===== src/rtl/ex_stage.sv =====
`timescale 1ns/1ps
`default_nettype none
// ============================================================================
// Module   : ex_stage
// Purpose  : Execute stage of the 16-bit pipelined MIPS core. Selects operand
//            B, evaluates the ALU (add/sub/and/or/slt/sll/srl), computes the
//            branch target and zero flag, selects the destination register and
//            forwards gated control to EX/MEM. A shift-add multiplier runs over
//            DATA_W cycles and stalls the front end while it works.
// Ports    : clk, rst            - falling-edge clock, async active-high reset
//            i_flush             - kill the instruction currently in EX
//            i_pc_plus_two, i_read_data_1, i_read_data_2, i_immediate
//                                - ID/EX datapath values
//            i_alu_src, i_alu_op, i_reg_dest, i_rt, i_rd
//                                - ID/EX datapath control
//            i_mem_read, i_mem_write, i_branch, i_mem_to_reg, i_reg_write
//                                - ID/EX control forwarded to EX/MEM
//            o_alu_result, o_store_data, o_dest_reg, o_branch_target, o_zero
//            o_mem_read, o_mem_write, o_branch, o_mem_to_reg, o_reg_write
//            o_stall             - hold PC, IF/ID and ID/EX
//            o_mul_busy          - multiplier iterating
// Revision : 1.0 - initial release
// ============================================================================
module ex_stage #(
  parameter int DATA_W = 16,
  parameter int REG_W  = 3
) (
  input  logic              clk,
  input  logic              rst,
  input  logic              i_flush,
  input  logic [DATA_W-1:0] i_pc_plus_two,
  input  logic [DATA_W-1:0] i_read_data_1,
  input  logic [DATA_W-1:0] i_read_data_2,
  input  logic [DATA_W-1:0] i_immediate,
  input  logic              i_alu_src,
  input  logic [1:0]        i_alu_op,
  input  logic              i_reg_dest,
  input  logic [REG_W-1:0]  i_rt,
  input  logic [REG_W-1:0]  i_rd,
  input  logic              i_mem_read,
  input  logic              i_mem_write,
  input  logic              i_branch,
  input  logic              i_mem_to_reg,
  input  logic              i_reg_write,
  output logic [DATA_W-1:0] o_alu_result,
  output logic [DATA_W-1:0] o_store_data,
  output logic [REG_W-1:0]  o_dest_reg,
  output logic [DATA_W-1:0] o_branch_target,
  output logic              o_zero,
  output logic              o_mem_read,
  output logic              o_mem_write,
  output logic              o_branch,
  output logic              o_mem_to_reg,
  output logic              o_reg_write,
  output logic              o_stall,
  output logic              o_mul_busy
);

  localparam int                c_cnt_w    = $clog2(DATA_W);
  localparam logic [c_cnt_w-1:0] c_cnt_last = c_cnt_w'(DATA_W - 1);

  typedef enum logic [1:0] {
    S_IDLE = 2'd0,
    S_BUSY = 2'd1,
    S_DONE = 2'd2
  } state_t;

  state_t              r_state;
  state_t              w_state_nxt;
  logic [DATA_W-1:0]   r_mcand;
  logic [DATA_W-1:0]   r_mplier;
  logic [DATA_W-1:0]   r_product;
  logic [c_cnt_w-1:0]  r_count;

  logic [DATA_W-1:0]   w_op_b;
  logic [2:0]          w_funct;
  logic                w_is_mul;
  logic                w_start;
  logic [DATA_W-1:0]   w_alu;

  // ---------------------------------------------------------------- ALU
  assign w_op_b   = i_alu_src ? i_immediate : i_read_data_2;
  assign w_funct  = i_immediate[2:0];
  assign w_is_mul = (i_alu_op == 2'b10) && (w_funct == 3'b101);

  always_comb begin
    w_alu = '0;
    case (i_alu_op)
      2'b00: w_alu = i_read_data_1 + w_op_b;
      2'b01: w_alu = i_read_data_1 - w_op_b;
      2'b11: w_alu = i_read_data_1 & w_op_b;
      default: begin
        case (w_funct)
          3'b000: w_alu = i_read_data_1 + w_op_b;
          3'b001: w_alu = i_read_data_1 - w_op_b;
          3'b010: w_alu = i_read_data_1 & w_op_b;
          3'b011: w_alu = i_read_data_1 | w_op_b;
          3'b100: w_alu = {{(DATA_W-1){1'b0}},
                           ($signed(i_read_data_1) < $signed(w_op_b))};
          3'b110: w_alu = i_read_data_1 << w_op_b[3:0];
          3'b111: w_alu = i_read_data_1 >> w_op_b[3:0];
          // mul: the real result only appears from the multiplier in DONE
          default: w_alu = '0;
        endcase
      end
    endcase
  end

  // ---------------------------------------------------------- multiplier
  // A start is suppressed by a coincident flush: the instruction is dead.
  assign w_start = (r_state == S_IDLE) && w_is_mul && !i_flush;

  always_comb begin
    w_state_nxt = r_state;
    case (r_state)
      S_IDLE:  if (w_start) w_state_nxt = S_BUSY;
      S_BUSY: begin
        if (i_flush)                     w_state_nxt = S_IDLE;
        else if (r_count == c_cnt_last)  w_state_nxt = S_DONE;
      end
      // The pipeline advances on the edge leaving DONE, so the mul never
      // gets re-seen from IDLE.
      S_DONE:  w_state_nxt = S_IDLE;
      default: w_state_nxt = S_IDLE;
    endcase
  end

  always_ff @(negedge clk or posedge rst) begin
    if (rst) r_state <= S_IDLE;
    else     r_state <= w_state_nxt;
  end

  always_ff @(negedge clk or posedge rst) begin
    if (rst) begin
      r_mcand   <= '0;
      r_mplier  <= '0;
      r_product <= '0;
      r_count   <= '0;
    end else if (w_start) begin
      r_mcand   <= i_read_data_1;
      r_mplier  <= w_op_b;
      r_product <= '0;
      r_count   <= '0;
    end else if (r_state == S_BUSY && !i_flush) begin
      if (r_mplier[0]) r_product <= r_product + r_mcand;
      r_mcand  <= r_mcand << 1;
      r_mplier <= r_mplier >> 1;
      r_count  <= r_count + 1'b1;
    end
  end

  // ------------------------------------------------------------- outputs
  assign o_stall    = !rst && (w_start || (r_state == S_BUSY));
  assign o_mul_busy = (r_state == S_BUSY);

  assign o_alu_result    = (r_state == S_DONE) ? r_product : w_alu;
  assign o_zero          = (o_alu_result == '0);
  assign o_store_data    = i_read_data_2;
  assign o_dest_reg      = i_reg_dest ? i_rd : i_rt;
  assign o_branch_target = i_pc_plus_two + {i_immediate[DATA_W-2:0], 1'b0};

  // A stall sends a bubble; mem_to_reg is harmless without reg_write so it
  // is only cleared by a flush.
  assign o_mem_read   = i_mem_read   & ~(i_flush | o_stall);
  assign o_mem_write  = i_mem_write  & ~(i_flush | o_stall);
  assign o_branch     = i_branch     & ~(i_flush | o_stall);
  assign o_reg_write  = i_reg_write  & ~(i_flush | o_stall);
  assign o_mem_to_reg = i_mem_to_reg & ~i_flush;

endmodule
`default_nettype wire

===== config.mk =====
export PLATFORM = sky130hd
export DESIGN_NAME = ex_stage
export DESIGN_NICKNAME = d
export VERILOG_FILES = /design/src/rtl/ex_stage.sv
export SDC_FILE = /design/constraint.sdc
export NUM_CORES = 1
export LEC_CHECK = 0
export ABC_AREA = 0
export CORE_MARGIN = 2
export CORE_UTILIZATION = 35
export CTS_CLUSTER_SIZE = 20
export DETAILED_ROUTE_END_ITERATION = 8
export GPL_TIMING_DRIVEN = 0
export PLACE_DENSITY_LB_ADDON = 0.12
export SYNTH_ARGS = -nofsm -noshare
export SYNTH_HDL_FRONTEND = slang
export SYNTH_SLANG_ARGS = --single-unit

===== constraint.sdc =====
create_clock -name clk -period 13.8 [get_ports clk]
set_input_delay 2.76 -clock clk [delete_from_list [all_inputs] [get_ports clk]]
set_output_delay 2.76 -clock clk [all_outputs]
set_load 0.05 [all_outputs]

---- Yosys cells after proc, flatten, opt, wreduce, memory -nomap -nowiden ----
Index checks and enable logic that the tools add are counted.
W data, S select, Z words.
storage, ports and cells
  input bits .............................. 82
  memories kept ........................... 0
  bits in read-only memories .............. 0
  output and inout bits ................... 59
  word-level logic and storage cells ...... 72
  register bits after elaboration ......... 54
  bits in writable memories ............... 0
  bits in latches ......................... 0
operators by class
  bitwise gates (word level) .............. 10
  mux-type cells .......................... 18
  shift-type cells ........................ 2
  multipliers ............................. 0
  equality and inequality tests ........... 15
  reduce and logical (&&, ||, !) cells .... 16
  $add $sub $neg .......................... 5
  order comparisons ....................... 1
  divide/modulo/power cells ............... 0
operators with widths
  kind                   number
  $mux W16               9
  $pmux W16 S7           1
  $add A16 B16 Y16       3
  $pmux W16 S3           1
  $and A16 B16 Y16       1
  $logic_not A16 Y1      1
  $lt A16 B16 Y1         1
  $or A16 B16 Y16        1
  $shl A16 B4 Y16        1
  $shr A16 B4 Y16        1
  $sub A16 B16 Y16       1
  $eq A3 B3 Y1 const B   4
  $mux W4                2
  $eq A2 B2 Y1 const B   3
  $eq A3 B2 Y1 const B   2
  $mux W2                3
  $and A1 B1 Y1          5
  $logic_and A1 B1 Y1    5
  $add A4 B1 Y4 const B  1
  $eq A2 B1 Y1 const B   2
  $eq A4 B4 Y1 const B   1
  $logic_not A2 Y1       2
  $pmux W2 S2            1
  $reduce_and A2 Y1      2
  10 further kinds       13

---- Depth between registers and ports, before layout ----
  depth after elaboration ................. 9
  depth in mapped cells ................... 17
  gate-level depth less buffers ........... 15

==> qor_table.md <==
| Group | Parameter | Reported |
|:---|:---|:---|
| worst setup path | Cell type of the slowest stage on the worst timing path | nor4bb_2 |
| yosys | Dominant synthesized flop cell | dfrtn_1 |
| worst setup path | Setup slack on the worst flop-to-flop path | 10.50 ns |
| clock network | Clock latency at the later pin of the worst-skew pair | 0.32 ns |
| clock network | Post-CTS setup buffers | 0 |
| floorplan | Horizontal die dimension | 160.9 µm |
| clock network | Clock transition at the registers of the reported paths | 0.06 ns |
| clock network | TritonCTS clock tree | yes |
| power | P_leak | 0.004529 µW |
| yosys | Net count after synthesis | 1286 |
| layout | Nets@finish | 1432 |
| power | Worst vdd ir | 0.08688 mV |
| timing | Post-route worst hold slack | 0.4607 ns |
| clock network | Sinks on Clock Net | 54 |
| worst setup path | Worst EP required | 11.04 ns |
| routing | Routed wl met3 | 3185 µm |
| clock network | Clock root buffer | clkbuf_16 |
| flow run | Max-cap violations | 0 |
| global routing | Maximum number of pins on one net before global-route repair | 29 |
| worst setup path | Setup CP Type | flop to output pin |
| yosys | Synth warnings | 0 |
| clock network | Cts bufs inserted | 5 |
| yosys | Number of synthesized flops with an enable pin | 0 |
| yosys | Main area contributors after synthesis | dfrtn_1 (16%), ha_1 (12%), nor2_1 (5.7%) |
| global routing | Global-route wire length before repair | 55420 µm |
| worst setup path | Delay of the slowest critical-path stage | 0.58 ns |
| power | Power density relative to cell area | 86.34 nW/µm² |
| yosys | Count of unique library cells instantiated by Yosys | 79 |
| layout | Layout filler cell count | 2542 |
| routing | Average wire per standard cell | 23.24 µm |
| worst setup path | FF-to-FF End | r_product[15] |
| worst setup path | Launch point of the worst reg-to-reg path | r_product[1] |
| routing | Sum of met2 wire segment lengths after detailed routing | 16580 µm |
| timing | Number of max-slew violations in the final report | 0 |
| layout | Commonest cells after routing, fill and taps aside | clkdlybuf4s50_1 (137), nor2_1 (130), nand2_1 (96) |
| yosys | Sequential cell area fraction in the yosys report | 0.1568 |
| worst hold path | Path type of the worst min-delay path | flop to flop |
| clock network | Clock Path Buffers | 2 |
| yosys | Register bit total from synthesis | 54 |
| power | Total power draw | 914.2 µW |
| floorplan | Die Area | 25900 µm² |
| floorplan | Height of the die | 160.9 µm |
| routing | Total wire length | 36910 µm |
| yosys | Netlist area before placement | 8618 µm² |
| floorplan | Starting Density | 0.3554 |
| layout | Area growth from synthesis to layout | 22.87% |
| worst setup path | Critical path startpoint category | flop |
| worst setup path | Critical Path End Type | output pin |
| routing | Via Count | 9486 |
| yosys | Share of flip-flops with an asynchronous set or reset | 1.000 |
| routing | Highest routing layer actually used | met4 |
| layout | Antenna cell count | 0 |
| global routing | Sum of overflow across all layers after global routing | 0 |
| placement | Count of placed standard cells including taps | 1580 |
| yosys | Instance count of the mapped netlist | 1117 |
| layout | Most common cell after layout, fill and taps aside | clkdlybuf4s50_1 |
| placement | Instance area at placement | 10430 µm² |
| timing | Final Hold Viols | 0 |
| yosys | Average footprint of a synthesized cell | 7.716 µm² |
| timing | Relative slew slack | 0.3384 |
| worst setup path | Logic depth of the worst register-to-register path | 11 |
| timing | Post-Route Setup TNS | 0 ns |
| layout | Final instance area | 10590 µm² |
| outcome | Result of the run | finished clean |
| layout | Final Non-Filler Cells | 1588 |
| placement | Post-detail-place hpwl | 29570 µm |
| layout | Fraction of layout cells with a size suffix above 1 | 0.07516 |
| worst setup path | Worst EP arrival | 10.72 ns |
| routing | Drt first-iter violations | 936 |
| global routing | Number of antenna violations at the first check in global routing | 0 |
| global routing | Vias in the first global route | 9165 |
| worst setup path | Highest net fanout along the worst path | 10 |
| routing | Met1 routed wirelength after detailed routing | 15550 µm |
| timing | Finish-stage setup viols | 0 |
| placement | Final weighted congestion in routability-driven placement | 1.013 |
| placement | Number of port buffers | 138 |
| clock network | H-tree lvl count | 2 |
| routing | DRC | 0 |
| timing | Slew of the pin with the lowest slew margin | 0.9647 ns |
| worst setup path | Launching element of the worst setup path | r_state[1] |
| routing | DRT Pass-1 Iters | 5 |
| floorplan | Core ar. | 24250 µm² |
| timing | Unrepaired setup endpoints after global routing | false |
| yosys | Library cell with the largest summed area after synthesis | dfrtn_1 |
| global routing | All-Layer GR Usage | 0.2786 |
| worst setup path | Capturing instance or port of the critical path | o_zero |
| timing | Maximum clock skew at final layout | 0.006982 ns |
| routing | Ratio of routed vias to standard cells | 5.974 |
| floorplan | Number of top-level design ports | 141 |
| floorplan | Number of rows in the core area | 57 |
| yosys | Synth top area share | 0.1568 |
| routing | Post-DRT Antenna Nets | 0 |
| worst setup path | CP Cell Sequence | nor2b_1, clkbuf_1, o21ai_0, o41a_1, nor4bb_2, o2111ai_1, nor4_2, dlymetal6s2s_1 |
[layer usage]
metal,track usage,vias to the layer above
li1,-,4398
met1,0.3668,4553
met2,0.4485,443
met3,0.05811,92
met4,0.1075,0
met5,0,-
[Yosys cell counts (all sizes together) (6+ instances only)]
cell type,instances
o211ai,12
o221ai,7
mux4,17
xor2,20
a31oi,33
a211oi,15
nand2b,16
buf,39
nand3,35
a22oi,6
or2,9
mux2i,48
o22ai,10
a21o,16
nor2b,13
xnor2,25
ha,83
o21a,9
mux2,6
a221o,17
and2,11
nor2,130
o21ai,62
nand2,96
nor3,31
o2111ai,6
clkbuf,45
nor4,9
a221oi,9
o31ai,7
inv,66
and3,7
dfrtn,54
a21oi,63
[cells by family (layout without fill, tap and decap cells)]
kind of cell | count (synthesis) | in the layout | share of synthesized area
buf+inv | 151 | 298 | 0.07956
xor+xnor | 45 | 45 | 0.04573
simple gates | 383 | 383 | 0.2080
mux | 71 | 71 | 0.1182
fa+ha+maj | 87 | 87 | 0.1298
compound gates | 326 | 326 | 0.2619
flops | 54 | 54 | 0.1568
[power breakdown]
group	switching, µW	total, µW	internal, µW
Combinational	336	554	218
Clock	63.9	134	69.7
Sequential	31.1	226	195
[registers in the layout (all words and copies together), names as in the netlist]
signal / flops
r_product: 16
r_state: 2
r_mplier: 16
r_mcand: 16
r_count: 4
[per-stage QoR]
step / setup slack (ns) / utilization
2_1_floorplan: 0.9458 / -
3_3_place_gp: 0.1741 / 0.4291
3_5_place_dp: 0.1928 / 0.4299
4_1_cts: 0.03123 / 0.4366
5_1_grt: 0.3013 / 0.4367
6_report: 0.3231 / 0.4367
[area by class of cell]
class	count	area, µm²	share of cell area
Tap cell	324	405.4	0.03828
Clock buffer	5	125.1	0.01182
Multi-Input combinational cell	912	6588	0.6221
Sequential cell	54	1351	0.1276
Timing Repair Buffer	139	1404	0.1326
Inverter	67	256.5	0.02422
Buffer	84	430.4	0.04065
Clock inverter	3	28.78	0.002718
[critical path: cells and delay by family (launching register included)]
family	cells	cell delay [ns]
buf+inv	2	1.00
compound gates	3	0.65
flops	1	0.44
simple gates	3	1.40
[how the worst min path moves through the flow]
stage                        startpoint       endpoint  slack (ns)  cells past startpoint
after floorplan           r_product[15]  r_product[15]        0.38                      1
after global placement     r_mplier[12]   r_mplier[11]        0.45                      1
after detailed placement    r_mplier[7]    r_mplier[7]        0.46                      1
after CTS                   r_mplier[9]    r_mplier[8]        0.45                      1
after global routing       r_mplier[12]   r_mplier[11]        0.47                      1
final                       r_mplier[9]    r_mplier[8]        0.46                      1
[repair_timing]
item,CTS,global route
gates resized for setup,2,1
endpoints found under the setup margin,1,1
hold buffers,0,0
Power figures use the tool's default switching activity.
